`config.mk`:
```
export PLATFORM = sky130hd
export DESIGN_NAME = hilo_muldiv_ctrl
export DESIGN_NICKNAME = d
export VERILOG_FILES = /design/src/rtl/hilo_muldiv_ctrl_pkg.sv /design/src/rtl/div_radix2.sv /design/src/rtl/hilo_muldiv_ctrl.sv
export SDC_FILE = /design/constraint.sdc
export NUM_CORES = 2
export LEC_CHECK = 0
export CAP_MARGIN = 15
export CORE_UTILIZATION = 55
export DETAILED_ROUTE_END_ITERATION = 16
export GPL_TIMING_DRIVEN = 0
export PLACE_DENSITY = 0.72
export SKIP_LAST_GASP = 1
export SYNTH_ARGS = -nofsm -noshare
export SYNTH_HDL_FRONTEND = slang
export SYNTH_HIERARCHICAL = 1
export SYNTH_SLANG_ARGS = --single-unit
```
`constraint.sdc`:
```
create_clock -name clk -period 22.4 [get_ports clk]
set_input_delay 4.48 -clock clk [delete_from_list [all_inputs] [get_ports clk]]
set_output_delay 4.48 -clock clk [all_outputs]
set_load 0.05 [all_outputs]
```
`src/rtl/hilo_muldiv_ctrl_pkg.sv`:
```
// rtl/hilo_muldiv_ctrl_pkg.sv - shared op encoding, FSM states and constants for the HI/LO sequencer
package hilo_muldiv_ctrl_pkg;

    typedef enum logic [3:0] {
        OP_NONE  = 4'd0,
        OP_MULT  = 4'd1,
        OP_MULTU = 4'd2,
        OP_DIV   = 4'd3,
        OP_DIVU  = 4'd4,
        OP_MADD  = 4'd5,
        OP_MADDU = 4'd6,
        OP_MSUB  = 4'd7,
        OP_MSUBU = 4'd8,
        OP_MUL   = 4'd9,
        OP_MTHI  = 4'd10,
        OP_MTLO  = 4'd11
    } muldiv_op_t;

    typedef enum logic [2:0] {
        ST_IDLE,
        ST_MUL,
        ST_DIV,
        ST_FIX,
        ST_DONE
    } muldiv_state_t;

    localparam int MULDIV_DIV_ITERS = 32;

    function automatic logic is_mul_class(input muldiv_op_t o);
        return (o == OP_MULT) || (o == OP_MULTU) || (o == OP_MADD) || (o == OP_MADDU) ||
               (o == OP_MSUB) || (o == OP_MSUBU) || (o == OP_MUL);
    endfunction

    function automatic logic is_signed_mul(input muldiv_op_t o);
        return (o == OP_MULT) || (o == OP_MADD) || (o == OP_MSUB) || (o == OP_MUL);
    endfunction

endpackage

```
`src/rtl/div_radix2.sv`:
```
// rtl/div_radix2.sv - iterative unsigned restoring divider, one quotient bit per step
module div_radix2 (
    input  logic        clk,
    input  logic        resetn,
    input  logic        clear,
    input  logic        step,
    input  logic [31:0] dividend,
    input  logic [31:0] divisor,
    output logic [31:0] quotient,
    output logic [31:0] remainder
);

    logic [31:0] quo_q;
    logic [31:0] rem_q;
    logic [31:0] dvsr_q;
    logic [32:0] trial;
    logic        ge;

    // quo_q starts as the dividend and is shifted out MSB-first as quotient bits shift in
    assign trial = {rem_q, quo_q[31]};
    assign ge    = trial >= {1'b0, dvsr_q};

    always_ff @(posedge clk) begin
        if (!resetn) begin
            quo_q  <= '0;
            rem_q  <= '0;
            dvsr_q <= '0;
        end else if (clear) begin
            quo_q  <= dividend;
            rem_q  <= '0;
            dvsr_q <= divisor;
        end else if (step) begin
            quo_q <= {quo_q[30:0], ge};
            rem_q <= ge ? (trial[31:0] - dvsr_q) : trial[31:0];
        end
    end

    assign quotient  = quo_q;
    assign remainder = rem_q;

endmodule

```
`src/rtl/hilo_muldiv_ctrl.sv`:
```
// rtl/hilo_muldiv_ctrl.sv - multi-cycle multiply/divide sequencer owning architectural HI/LO
module hilo_muldiv_ctrl
    import hilo_muldiv_ctrl_pkg::*;
#(
    parameter int MUL_LAT = 2
) (
    input  logic        clk,
    input  logic        resetn,
    input  logic        start,
    input  logic [3:0]  op,
    input  logic [31:0] a,
    input  logic [31:0] b,
    input  logic        flush,
    output logic        stall,
    output logic        done,
    output logic [31:0] result,
    output logic [31:0] hi,
    output logic [31:0] lo
);

    muldiv_state_t state_q, state_d;
    muldiv_op_t    op_in, op_q;
    logic [4:0]    cnt_q;
    logic          load_mul, load_div, div_step, commit, mt_hi, mt_lo;

    logic [32:0]   ma_q, mb_q;
    logic [63:0]   base_q;
    logic [63:0]   prod_comb, prod_final;

    logic          div_signed;
    logic          quo_neg_q, rem_neg_q;
    logic [31:0]   div_quo, div_rem, quo_fix, rem_fix;

    assign op_in = muldiv_op_t'(op);

    always_comb begin
        state_d  = state_q;
        stall    = 1'b0;
        load_mul = 1'b0;
        load_div = 1'b0;
        div_step = 1'b0;
        commit   = 1'b0;
        mt_hi    = 1'b0;
        mt_lo    = 1'b0;
        case (state_q)
            ST_IDLE: begin
                if (start && !flush) begin
                    if (op_in == OP_MTHI) begin
                        mt_hi = 1'b1;
                    end else if (op_in == OP_MTLO) begin
                        mt_lo = 1'b1;
                    end else if (is_mul_class(op_in)) begin
                        load_mul = 1'b1;
                        stall    = 1'b1;
                        state_d  = ST_MUL;
                    end else if (op_in == OP_DIV || op_in == OP_DIVU) begin
                        load_div = 1'b1;
                        stall    = 1'b1;
                        state_d  = ST_DIV;
                    end
                end
            end
            ST_MUL: begin
                stall = 1'b1;
                if (flush) begin
                    state_d = ST_IDLE;
                end else if (cnt_q == 5'd0) begin
                    commit  = 1'b1;
                    state_d = ST_DONE;
                end
            end
            ST_DIV: begin
                stall = 1'b1;
                if (flush) begin
                    state_d = ST_IDLE;
                end else begin
                    div_step = 1'b1;
                    if (cnt_q == 5'd0) state_d = ST_FIX;
                end
            end
            ST_FIX: begin
                stall = 1'b1;
                if (flush) begin
                    state_d = ST_IDLE;
                end else begin
                    commit  = 1'b1;
                    state_d = ST_DONE;
                end
            end
            ST_DONE: state_d = ST_IDLE;
            default: state_d = ST_IDLE;
        endcase
    end

    assign done = (state_q == ST_DONE);

    // 33-bit operands widened to 64: the low 64 bits of the product are exact for both signednesses
    assign prod_comb = {{31{ma_q[32]}}, ma_q} * {{31{mb_q[32]}}, mb_q};

    generate
        if (MUL_LAT == 1) begin : g_no_pipe
            assign prod_final = prod_comb;
        end else begin : g_pipe
            logic [63:0] pipe_q [MUL_LAT-1];
            always_ff @(posedge clk) begin
                pipe_q[0] <= prod_comb;
                for (int i = 1; i < MUL_LAT - 1; i++) pipe_q[i] <= pipe_q[i-1];
            end
            assign prod_final = pipe_q[MUL_LAT-2];
        end
    endgenerate

    assign div_signed = (op_in == OP_DIV);

    div_radix2 u_div (
        .clk       (clk),
        .resetn    (resetn),
        .clear     (load_div),
        .step      (div_step),
        .dividend  ((div_signed && a[31]) ? -a : a),
        .divisor   ((div_signed && b[31]) ? -b : b),
        .quotient  (div_quo),
        .remainder (div_rem)
    );

    assign quo_fix = quo_neg_q ? -div_quo : div_quo;
    assign rem_fix = rem_neg_q ? -div_rem : div_rem;

    always_ff @(posedge clk) begin
        if (!resetn) begin
            state_q   <= ST_IDLE;
            op_q      <= OP_NONE;
            cnt_q     <= '0;
            ma_q      <= '0;
            mb_q      <= '0;
            base_q    <= '0;
            quo_neg_q <= 1'b0;
            rem_neg_q <= 1'b0;
            hi        <= '0;
            lo        <= '0;
            result    <= '0;
        end else begin
            state_q <= state_d;
            if (mt_hi) hi <= a;
            if (mt_lo) lo <= a;

            if (load_mul) begin
                op_q   <= op_in;
                ma_q   <= {is_signed_mul(op_in) & a[31], a};
                mb_q   <= {is_signed_mul(op_in) & b[31], b};
                base_q <= {hi, lo};
                cnt_q  <= 5'(MUL_LAT - 1);
            end else if (load_div) begin
                op_q      <= op_in;
                cnt_q     <= 5'(MULDIV_DIV_ITERS - 1);
                // a zero divisor yields all-ones quotient that must not be negated
                quo_neg_q <= div_signed && (a[31] ^ b[31]) && (b != 32'd0);
                rem_neg_q <= div_signed && a[31];
            end else if ((state_q == ST_MUL || state_q == ST_DIV) && cnt_q != 5'd0) begin
                cnt_q <= cnt_q - 5'd1;
            end

            if (commit) begin
                case (op_q)
                    OP_DIV, OP_DIVU: begin
                        hi <= rem_fix;
                        lo <= quo_fix;
                    end
                    OP_MUL:            result    <= prod_final[31:0];
                    OP_MADD, OP_MADDU: {hi, lo}  <= base_q + prod_final;
                    OP_MSUB, OP_MSUBU: {hi, lo}  <= base_q - prod_final;
                    default:           {hi, lo}  <= prod_final;
                endcase
            end
        end
    end

endmodule

```
Word-level counts from Yosys, hierarchy flattened. Memories as Yosys holds them, arrays and structs flattened. Cells that the tools add are included. Widths: inputs -> output; s select.

Register bits after elaboration: 336. Bits in latches: 0. RAM bits: 64. ROM bits: 0. Bits of input ports: 72. Output and inout port bits: 98. Word-level logic and storage cells: 151. Memories kept: 1.

Add/subtract/negate cells: 8. Multipliers: 1. Divide/modulo/power cells: 0. Order comparisons: 1. Equal/unequal tests: 28. Shift operators: 0. Muxes and demuxes: 57. Bitwise gates (word level): 5. Reductions and logical operators: 35.

Memories: g_pipe.pipe_q (depth 1, width 64, read ports 1, clocked after memory_dff 0, write ports 1, RTL line hilo_muldiv_ctrl.sv:104) `logic [63:0] pipe_q [MUL_LAT-1];`.

Operator list (number): $mux 32 (11); $pmux 32 s4 (2); $neg 32->32 (4); $add 64x64->64 (1); $mul 33x33->64 (1); $sub 64x64->64 (1); $ge 33x32->1 (1); $eq 4x3->1 const B (8); $reduce_bool 32->1 (1); $sub 32x32->32 (1); $mux 3 (10); $mux 1 (27); $eq 4x4->1 const B (6); $eq 4x2->1 const B (3); $pmux 3 s4 (1); $logic_or 1x1->1 (11); $mux 5 (2); $reduce_or 2->1 (5); $ne 3x3->1 const B (3); $mux 4 (2); $eq 3x2->1 const B (2); $logic_and 1x1->1 (6); $ne 2x2->1 const B (3); $reduce_and 6->1 (1); other kinds (16) (22).

Depth between registers and ports, before layout.
Word-level depth: 14. Depth in mapped cells: 31. Mapped depth without buffers: 28.

Cells and area by module. Netlist, hierarchy kept.

By module, submodules not included: hilo_muldiv_ctrl (times used 1, cells an instance 7101, area each 60485.5 um2, sequential area each 6085.8 um2); div_radix2 (times used 1, cells an instance 752, area each 6242.2 um2, sequential area each 1921.8 um2).

Least setup slack after synthesis. OpenSTA, ideal clock, no wires.

Kind: input -> output. From: input port op[3]. To: output port stall. Arrival time: 5751 ps. Path slack: 12169 ps. Stages on the path: 4. Path buffers: 1. Path through: clkbuf_1 -> or3_1 -> o211ai_1 -> a21oi_1.

Longest elaborated chain between the ends: 12. Elaborated cells between the ends (all ways): 24. Classes of those cells: eq/ne (11); mux (6); reduce/logical (7).

RTL lines: start: declaration (RTL line hilo_muldiv_ctrl.sv:10) `input logic [3:0] op,`; $eq 4x1->1 or $eq 4x2->1 (tied branches) (RTL line hilo_muldiv_ctrl_pkg.sv:30) `return (o == OP_MULT) || (o == OP_MULTU) || (o == OP_MADD) || (o == OP_MADDU) ||`; $logic_or 1x1->1 (4 in a row) (RTL line hilo_muldiv_ctrl_pkg.sv:30); $logic_or 1x1->1 (2 in a row) (RTL line hilo_muldiv_ctrl_pkg.sv:31) `(o == OP_MSUB) || (o == OP_MSUBU) || (o == OP_MUL);`; $mux 1 (RTL line hilo_muldiv_ctrl.sv:52) `end else if (is_mul_class(op_in)) begin`; $mux 1 (RTL line hilo_muldiv_ctrl.sv:50) `end else if (op_in == OP_MTLO) begin`; $mux 1 * (RTL line hilo_muldiv_ctrl.sv:48) `if (op_in == OP_MTHI) begin`; $mux 1 * (RTL line hilo_muldiv_ctrl.sv:47) `if (start && !flush) begin`; $pmux 1 s2 * (RTL line hilo_muldiv_ctrl.sv:45) `case (state_q)`; end: declaration (RTL line hilo_muldiv_ctrl.sv:14) `output logic stall,`.

Mark *: on every way between the ends. The rest lies on a longest branch, timed or not.

Final worst setup path.
From: input port flush. To: output port stall.

Longest elaborated chain between the ends: 4.

RTL lines: start: declaration (RTL line hilo_muldiv_ctrl.sv:13) `input logic flush,`; $logic_not 1->1 (RTL line hilo_muldiv_ctrl.sv:47); $logic_and 1x1->1 (RTL line hilo_muldiv_ctrl.sv:47); $mux 1 (RTL line hilo_muldiv_ctrl.sv:47); $pmux 1 s2 (RTL line hilo_muldiv_ctrl.sv:45).

No other way between the ends.

==> metrics.md <==
| Metric | Value |
|---|---|
| Top-count cell post-synth | `inv_1` |
| Final ANT Viol Nets | `0` |
| Die Span Y | `350 um` |
| Cell area after layout | `0.0722 sq mm` |
| PortBufs | `162` |
| Synth Register Bits | `400` |
| Final setup violation count | `0` |
| Core Area | `0.120 sq mm` |
| Worst-Margin Slew | `1.68 ns` |
| P_leak | `0.0329 uW` |
| Largest cells by area after synthesis | `fa_1, dfxtp_1, inv_1` |
| Post_cts resized | `0` |
| Synth area leader | `fa_1` |
| CTS Buf Count | `44` |
| Max capacitance violation total | `0` |
| R2R Setup Slk | `11.59 ns` |
| Ys flop type | `dfxtp_1` |
| Initial core utilization | `0.555` |
| HP Start | `result[4]` |
| Clock Sinks | `400` |
| Placed inst area | `0.0704 sq mm` |
| Synth top area share | `0.338` |
| Ports | `170` |
| Ys Warns | `6` |
| Worst Setup Start Kind | `input port` |
| GR Overflow Total | `0` |
| Hold buffers post-CTS | `0` |
| Initial antenna violation count | `23` |
| Root Buffer | `clkbuf_16` |
| CTS tree | `built` |
| WHS Endpoint | `result[4]` |
| Hold path depth | `2` |
| Synth async-reset ratio | `0` |
| Htree depth | `2` |
| CTS clk-pin slew, worst paths | `0.06 ns` |
| Share of cells above drive strength 1 | `0.0222` |
| Setup Fix Bufs, Post-CTS | `0` |
| CP required | `17.92 ns` |
| Max Clk Rate | `83.5 MHz` |
| Router iterations before antenna repair | `10` |
| Reg-to-reg startpoint | `mb_q[9]` |
| GRT Total Usage | `0.502` |
| First DRT Iteration DRCs | `8452` |
| Crit path max fanout | `4` |
| Post-synthesis instance area | `0.0667 sq mm` |
| Hold Fails Final Rpt | `0` |
| Slew HR | `-0.120` |
| Power Density | `51.0 mW/mm^2` |
| RSZ-0062 raised after global routing | `no` |
| DRC viols | `0` |
| Max Slew Vio Count | `6` |
| Max Root-Sink Buffers | `3` |
| Reg2reg path depth | `27` |
| Sequential-to-total area share from yosys stat | `0.120` |
| Vias in the first global route | `62642` |
| Fin nets | `9646` |
| Row count | `127` |
| Hold/Removal Path Class | `reg -> reg` |
| Via Count | `63205` |
| Synth Instances | `7853` |
| Post-synth EDFFs | `0` |
| Via density | `6.48` |
| Period utilisation layout | `0.535` |
| Die area | `0.123 sq mm` |
| Commonest cells post-synth | `inv_1, nand2_1, fa_1, and2_1, clkbuf_1` |
| Setup crit end kind | `primary output` |
| Worst-Skew Late Latency | `0.65 ns` |
| Failing checks | `slew limit` |
| Avg Cell Area, Syn | `8.50 sq um` |
| Area grow syn2layout | `8.22%` |
| Chip Width | `350 um` |
| Critical Path AT | `7.50 ns` |
| First-pass GRT wire length | `436 mm` |
| Synth cell types | `105` |
| Fin crit period | `11.98 ns` |
| Status | `finished, violations left` |
| VDD IR-drop max | `113 uV` |
| Skew final | `0.0623 ns` |
| Worst r2r dst | `g_pipe.pipe_q[0][63]` |
| Setup TNS | `0 ns` |
| WL final | `309 mm` |
| Syn_nets | `9429` |
| Detailed-route wire length per cell | `31.7 um` |
| Final HPWL from detailed placement | `251 mm` |
| Final RePlAce weighted congestion | `1.12` |
| Maximum number of pins on one net before global-route repair | `16` |
| CP Class | `in -> out` |
| Util after Layout | `0.601` |
## area by class of cell
cell class / count / area, sq um
diodes: 41 / 103
clock buffers: 53 / 1190
well taps: 1612 / 2020
plain buffers: 460 / 1780
inverters: 1269 / 4760
fillers: 10835 / 47900
repair buffers: 171 / 1780
flip-flops and latches: 400 / 8010
multi-input cells: 5724 / 52200
clock inverters: 27 / 390
## kinds of logic (layout without fill, tap and decap cells)
family,Yosys count,count (layout),share of synthesized area
simple gates,2418,2418,0.175
mux,149,149,0.0225
flops,400,400,0.120
xor+xnor,237,237,0.0312
compound gates,1416,1416,0.145
fa+ha+maj,1504,1504,0.409
other cells,0,41,0
buf+inv,1729,1980,0.0981
## worst max path at each step
stage                from  endpoint  slack [ns]  cells past startpoint
global placement    flush     stall       10.68                      5
detailed placement  flush     stall       10.67                      5
global route        flush     stall       10.48                      5
finish              flush     stall       10.42                      5
floorplan           op[3]     stall       12.17                      4
CTS                 flush     stall       10.66                      5
## sequential cells by signal, summed over array words and instances (netlist names)
name	cells
base_q	64
cnt_q	5
g_pipe.pipe_q	64
hi	32
lo	32
ma_q	33
mb_q	33
op_q	4
quo_neg_q	1
rem_neg_q	1
result	32
state_q	3
u_div/dvsr_q	32
u_div/quotient	32
u_div/remainder	32
## through the flow
step                instances  power [uW]  hold WS (ns)  setup WS, ns
detailed placement       9630        2770         0.457         10.67
CTS                      9710        3570         0.466         10.66
floorplan                7853        2070         0.455         12.17
global placement         9627        2750         0.452         10.68
global route             9719        3770         0.477         10.48
finish                   9757        3690         0.463         10.42
## critical path, stage by stage
cell	delay (ns)
clkdlybuf4s50_1	0.61
nor2b_1	0.63
o211ai_1	0.29
a21oi_1	0.56
clkdlybuf4s50_1	0.92
## metal layers
layer | up-vias | share of wire | wire, um | track usage
li1 | 25573 | - | - | -
met1 | 30962 | 0.35 | 107000 | 0.593
met2 | 5061 | 0.42 | 131000 | 0.751
met3 | 1593 | 0.12 | 38700 | 0.154
met4 | 16 | 0.11 | 32700 | 0.420
met5 | - | 0.00032 | 100 | 0
## cells in the final DEF (no fill, tap or decap), types with 24 or more instances in the layout
cell / synthesis / routed
and2_1: 567 / 567
nand2_1: 1141 / 1141
diode_2: 0 / 41
a221oi_1: 31 / 31
fa_1: 1128 / 1128
clkbuf_1: 423 / 426
o21a_1: 36 / 36
dfxtp_1: 400 / 400
nand2b_1: 41 / 41
xnor2_1: 149 / 149
o21ai_0: 232 / 232
and3_1: 25 / 25
or4_1: 24 / 24
xor2_1: 87 / 87
a31oi_1: 40 / 40
a211oi_1: 33 / 33
o211ai_1: 31 / 31
a21boi_0: 172 / 172
mux2i_1: 142 / 142
nor3_1: 73 / 73
o31ai_1: 55 / 55
a21o_1: 83 / 83
nor2_1: 240 / 240
o21bai_1: 52 / 52
nand4_1: 37 / 37
clkdlybuf4s50_1: 0 / 162
o22ai_1: 42 / 42
nor4_1: 33 / 33
clkbuf_16: 0 / 44
ha_1: 376 / 376
o221ai_1: 43 / 43
inv_1: 1266 / 1266
a221o_1: 25 / 25
a21oi_1: 335 / 335
nor2b_1: 94 / 94
nand3_1: 57 / 57
## power by group
part / internal [uW] / switching, uW / leakage, uW
sequential: 768 / 150 / 0.00323
clock: 458 / 355 / 0.000771
combinational: 635 / 1320 / 0.0289
Note: power is estimated with default switching activity, not from simulation.
